[config.mk]
export PLATFORM = sky130hd
export DESIGN_NAME = compress_handler
export DESIGN_NICKNAME = d
export VERILOG_FILES = /design/src/rtl/compress_handler.sv
export SDC_FILE = /design/constraint.sdc
export NUM_CORES = 1
export LEC_CHECK = 0
export BUFFER_PORTS_ARGS = -buffer_cell sky130_fd_sc_hd__clkbuf_2
export CAP_MARGIN = 20
export CORE_AREA = 3 3 100 102
export CTS_BUF_LIST = sky130_fd_sc_hd__clkbuf_16
export DETAILED_ROUTE_END_ITERATION = 16
export DIE_AREA = 0 0 103 105
export GPL_TIMING_DRIVEN = 0
export PLACE_DENSITY = 0.9
export SYNTH_ARGS = -nofsm -noshare
export SYNTH_HDL_FRONTEND = slang
export SYNTH_SLANG_ARGS = --single-unit
[constraint.sdc]
create_clock -name clk -period 6.95 [get_ports clk]
set_input_delay 0.3475 -clock clk [delete_from_list [all_inputs] [get_ports clk]]
set_output_delay 0.3475 -clock clk [all_outputs]
set_load 0.05 [all_outputs]
[src/rtl/compress_handler.sv]
// compress_handler: run-length encodes a byte region of RAM, bit by bit.
// Bytes are read in ascending address order, MSB first within each byte.
// Each emitted code is {run value, run length 1..127}; longer runs are split.
//
// Ports:
//   clk, RST            - clock, asynchronous active-high reset
//   start               - one-cycle job request (honoured only when idle)
//   baseAddr, byteCount - region start address and length, sampled with start
//   ramAddress          - RAM read address
//   read_signal         - RAM read strobe
//   ramDataOut          - RAM read data, valid on the edge after read_signal
//   code_out            - RLE code
//   code_valid          - code_out holds a code
//   code_ready          - consumer accepts the code
//   busy                - job in progress
//   done                - one-cycle end-of-job pulse
//   codeCount           - codes emitted in the current/last job
module compress_handler #(
  parameter int ADDR_W = 16,
  parameter int LEN_W  = 16
) (
  input  logic              clk,
  input  logic              RST,
  input  logic              start,
  input  logic [ADDR_W-1:0] baseAddr,
  input  logic [LEN_W-1:0]  byteCount,
  output logic [ADDR_W-1:0] ramAddress,
  output logic              read_signal,
  input  logic [7:0]        ramDataOut,
  output logic [7:0]        code_out,
  output logic              code_valid,
  input  logic              code_ready,
  output logic              busy,
  output logic              done,
  output logic [LEN_W+3:0]  codeCount
);

  typedef enum logic [2:0] {
    IDLE, READ, CAPTURE, SCAN, EMIT, FINISH
  } state_t;

  state_t            state_q, state_d;
  logic [ADDR_W-1:0] base_q, base_d;
  logic [LEN_W-1:0]  len_q, len_d;
  logic [LEN_W-1:0]  off_q, off_d;
  logic [7:0]        shreg_q, shreg_d;
  logic [3:0]        bitcnt_q, bitcnt_d;
  logic              run_val_q, run_val_d;
  logic [6:0]        run_len_q, run_len_d;
  logic              final_q, final_d;
  logic [LEN_W+3:0]  code_count_q, code_count_d;

  logic              cur_bit;
  logic [LEN_W-1:0]  off_inc;

  assign cur_bit   = shreg_q[7];
  assign off_inc   = off_q + 1'b1;
  assign codeCount = code_count_q;

  always_ff @(posedge clk or posedge RST) begin
    if (RST) begin
      state_q      <= IDLE;
      base_q       <= '0;
      len_q        <= '0;
      off_q        <= '0;
      shreg_q      <= '0;
      bitcnt_q     <= '0;
      run_val_q    <= 1'b0;
      run_len_q    <= '0;
      final_q      <= 1'b0;
      code_count_q <= '0;
    end else begin
      state_q      <= state_d;
      base_q       <= base_d;
      len_q        <= len_d;
      off_q        <= off_d;
      shreg_q      <= shreg_d;
      bitcnt_q     <= bitcnt_d;
      run_val_q    <= run_val_d;
      run_len_q    <= run_len_d;
      final_q      <= final_d;
      code_count_q <= code_count_d;
    end
  end

  always_comb begin
    state_d      = state_q;
    base_d       = base_q;
    len_d        = len_q;
    off_d        = off_q;
    shreg_d      = shreg_q;
    bitcnt_d     = bitcnt_q;
    run_val_d    = run_val_q;
    run_len_d    = run_len_q;
    final_d      = final_q;
    code_count_d = code_count_q;
    ramAddress   = '0;
    read_signal  = 1'b0;
    code_out     = '0;
    code_valid   = 1'b0;
    busy         = 1'b0;
    done         = 1'b0;

    case (state_q)
      IDLE: begin
        if (start) begin
          base_d       = baseAddr;
          len_d        = byteCount;
          off_d        = '0;
          code_count_d = '0;
          run_len_d    = '0;
          final_d      = 1'b0;
          state_d      = (byteCount == '0) ? FINISH : READ;
        end
      end
      READ: begin
        busy        = 1'b1;
        read_signal = 1'b1;
        ramAddress  = base_q + ADDR_W'(off_q);
        state_d     = CAPTURE;
      end
      CAPTURE: begin
        busy     = 1'b1;
        shreg_d  = ramDataOut;
        bitcnt_d = 4'd8;
        state_d  = SCAN;
      end
      SCAN: begin
        busy = 1'b1;
        // A fresh run always takes the bit; otherwise the bit only joins a
        // matching run with room left, else the run is flushed first and the
        // same bit is re-examined on return from EMIT.
        if (run_len_q == '0 || (cur_bit == run_val_q && run_len_q != 7'd127)) begin
          run_val_d = cur_bit;
          run_len_d = run_len_q + 7'd1;
          shreg_d   = {shreg_q[6:0], 1'b0};
          bitcnt_d  = bitcnt_q - 4'd1;
          if (bitcnt_q == 4'd1) begin
            off_d = off_inc;
            if (off_inc == len_q) begin
              final_d = 1'b1;
              state_d = EMIT;
            end else begin
              state_d = READ;
            end
          end
        end else begin
          state_d = EMIT;
        end
      end
      EMIT: begin
        busy       = 1'b1;
        code_valid = 1'b1;
        code_out   = {run_val_q, run_len_q};
        if (code_ready) begin
          code_count_d = code_count_q + 1'b1;
          run_len_d    = '0;
          state_d      = final_q ? FINISH : SCAN;
        end
      end
      FINISH: begin
        done    = 1'b1;
        state_d = IDLE;
      end
      default: state_d = IDLE;
    endcase
  end

endmodule

==> reports/metrics.yaml <==
clock_tree:
  cts.sink_count: 92
  clock-root-buffer: "clkbuf_16"
  cts_buffers: 9
  clk_latency_ns: 0.34
  cts_tree: "done"
  clkTransAtPathRegs_ns: 0.07
  cts-resized-gates: 0
  cts_buffer_depth: 2
  htreeDepth: 3
hold_path:
  hold_depth: 2
  hp-class: "input port to flop"
timing:
  rsz0062_at_grt: "false"
  final_max_slew_viol_count: 0
  fin_crit_ns: 3.310
  timing.final.ws_setup_ns: 3.640
  setup_viol: 0
  hold-worst-slack_ns: 0.2387
  max_freq_mhz: 302.1
  hold_violations: 0
  max_slew_margin_pct: 50.99
  finalCritPeriodShare_pct: 47.63
  finClkSkew_ns: 0.007930
  tightest_slew_ns: 0.7284
  setup_tns_ns: 0
finish:
  seq_area_sq_um: 2302
  finalNetCount: 763
  multi_input_area_sq_um: 3044
  fill_cells: 674
  drive_gt1_share_pct: 20.51
  antenna_cells: 0
  area_growth_pct: 17.08
  finish.utilization_pct: 70.22
synth:
  syn_area_sq_um: 5515
  synth_cell_types: 51
  synth_seq_cells: 92
  synth-compound-area-share_pct: 13.29
  synth-xor-area-share_pct: 8.575
  async_flop_share_pct: 100.0
  synth_simple_gate_area_share_pct: 20.39
  synth_ff_type: "dfrtp_1"
  yosysWarnings: 0
  synth.avg_cell_area_sq_um: 9.301
  synthAdderAreaFrac_pct: 5.127
  synth_edf_count: 0
  synth_top_family_by_area: "simple AND/OR/NAND/NOR gates"
  yosysSeqAreaShare_pct: 41.74
  syn_inst: 593
  synth_nets: 659
  synthMuxAreaShare_pct: 7.804
critical_path:
  worst_setup_path_end_kind: "flop"
  cp.arrival_ns: 3.55
  crit_fanout: 9
  required_ns: 7.19
  ff2ff_path_depth: 8
  start_kind: "flop"
  critPathKind: "flop to flop"
global_routing:
  grt_pass1_vias: 4839
  overflow: 0
  antenna_found_initial: 0
  grt_max_degree: 77
  grt_pass1_wl_um: 23000
  globalRouteTotalUtil_pct: 26.55
drt:
  drt_wl_total_um: 13810
  post-route-drc-count: 0
  postRouteAntennaNets: 0
  drt_iter0_drc: 287
  via_count: 4969
  firstDrtPassIters: 7
  viasPerCell: 6.112
  wl_per_cell_um: 16.99
placement:
  portBuffers: 91
  gp_congestion: 0.8997
  dpl.hpwl_um: 10080
  dp_slack_ns: 3.752
flow_run:
  maxCapViolCount: 0
power_and_ir_drop:
  vdd_drop_max_v: 0.0002389
  p_total_mw: 2.873
  powerDensity_nw_per_um2: 444.9
  p_leak_nw: 3.041
floorplanning:
  initial_core_util_pct: 59.97
  std_cell_rows: 35
  die_h_um: 105
  io_pins: 92
  die_area_sq_um: 10820
  die_w_um: 103
  core_sq_um: 9196
run_status:
  status: "finished, final reports clean"
[what timing repair did]
action / 4_1_cts / 5_1_grt
endpoints found under the hold margin: 16 / 0
hold buffers: 1 / 0
setup buffers: 0 / 0
[report_power, final]
group / switching [mW] / total, mW / internal (mW)
Combinational: 0.939 / 1.48 / 0.545
Sequential: 0.157 / 0.876 / 0.719
Clock: 0.202 / 0.513 / 0.311
[flip-flops by register name, summed over array words and instances (netlist names)]
signal     cells
len_q         16
off_q         16
final_q        1
run_len_q      7
shreg_q        8
base_q        16
codeCount     20
state_q        3
bitcnt_q       4
run_val_q      1
[cell usage in the layout (no fill, tap or decap), drive strengths merged, types with 4 or more instances in the layout]
cell	n
clkinv	4
xor2	33
a21o	9
ha	21
mux2i	7
and2	7
or4	4
inv	14
nand2	57
or3	5
o22ai	6
o21ai	47
nor4	11
dfrtp	92
nand3	26
o21a	5
clkbuf	124
a21oi	13
and4	5
o2111ai	5
buf	7
xnor2	21
nor3	13
nand4	15
o31ai	10
nor3b	5
and3	13
mux2	32
nor2b	6
nor2	54
[routing by layer]
metal	global-route usage [%]	wire length (um)
met5	0	0
met3	3.738	849
met4	10.36	384
met1	34.51	5738
met2	44.23	6839
[cell usage after synthesis, types with 6 or more instances]
master    count  area, sq um
dfrtp_1      92         2302
nor3_1       13        65.06
and2_1        7        43.79
a21oi_1      13        65.06
nor2_1       54        202.7
o31ai_1      10        75.07
nand2_1      57        214.0
nand3_1      26        130.1
mux2i_1       7        70.07
xor2_1       33        289.0
and3_1       13        81.33
nand4_1      15        93.84
ha_1         21        262.8
o22ai_1       6        37.54
clkbuf_1     24        90.09
inv_1        13        48.80
a21o_1        9        67.56
xnor2_1      21        183.9
mux2_2       32        360.4
nor2b_1       6        37.54
o21ai_0      46        230.2
nor4_1       11        68.82
[worst max-delay path, stage by stage, from the launching register on]
cell     delay [ns]
dfrtp_1        0.44
inv_1          0.10
ha_1           0.14
or4b_1         0.45
o31ai_1        0.35
nand4_1        0.47
nor2_1         0.71
nand3_1        0.28
o31ai_1        0.27
[cell families (layout without fill, tap and decap cells)]
logic type,Yosys count,after routing
mux,39,39
compound gates,116,116
flops,92,92
buf+inv,43,152
xor+xnor,54,54
simple gates,227,227
fa+ha+maj,22,22
[per-stage QoR]
stage | cells | cell area (sq um)
final | 813 | 6457
after global routing | 813 | 6457
after CTS | 813 | 6457
after detailed placement | 796 | 6140
after global placement | 795 | 6110
after floorplan | 593 | 5515
[cell type report]
class | count | area share [%]
buffer | 30 | 1.860
tap | 111 | 2.151
multi-input combinational | 458 | 47.14
sequential | 92 | 35.65
clock buffer | 9 | 3.488
timing repair buffer | 93 | 7.634
inverter | 13 | 0.7944
clock inverter | 7 | 1.279
[path summary, 6_finish.rpt]
path / start / endpoint / slack, ns
min in group asynchronous: RST / codeCount[15] / 0.48
setup reg to reg: run_len_q[0] / off_q[12] / 3.64
hold reg to reg: shreg_q[5] / shreg_q[5] / 0.48
hold / removal: baseAddr[3] / base_q[3] / 0.24
max in group asynchronous: RST / off_q[4] / 5.82
setup / recovery: run_len_q[0] / off_q[12] / 3.64
(Power assumes the default switching activity.)
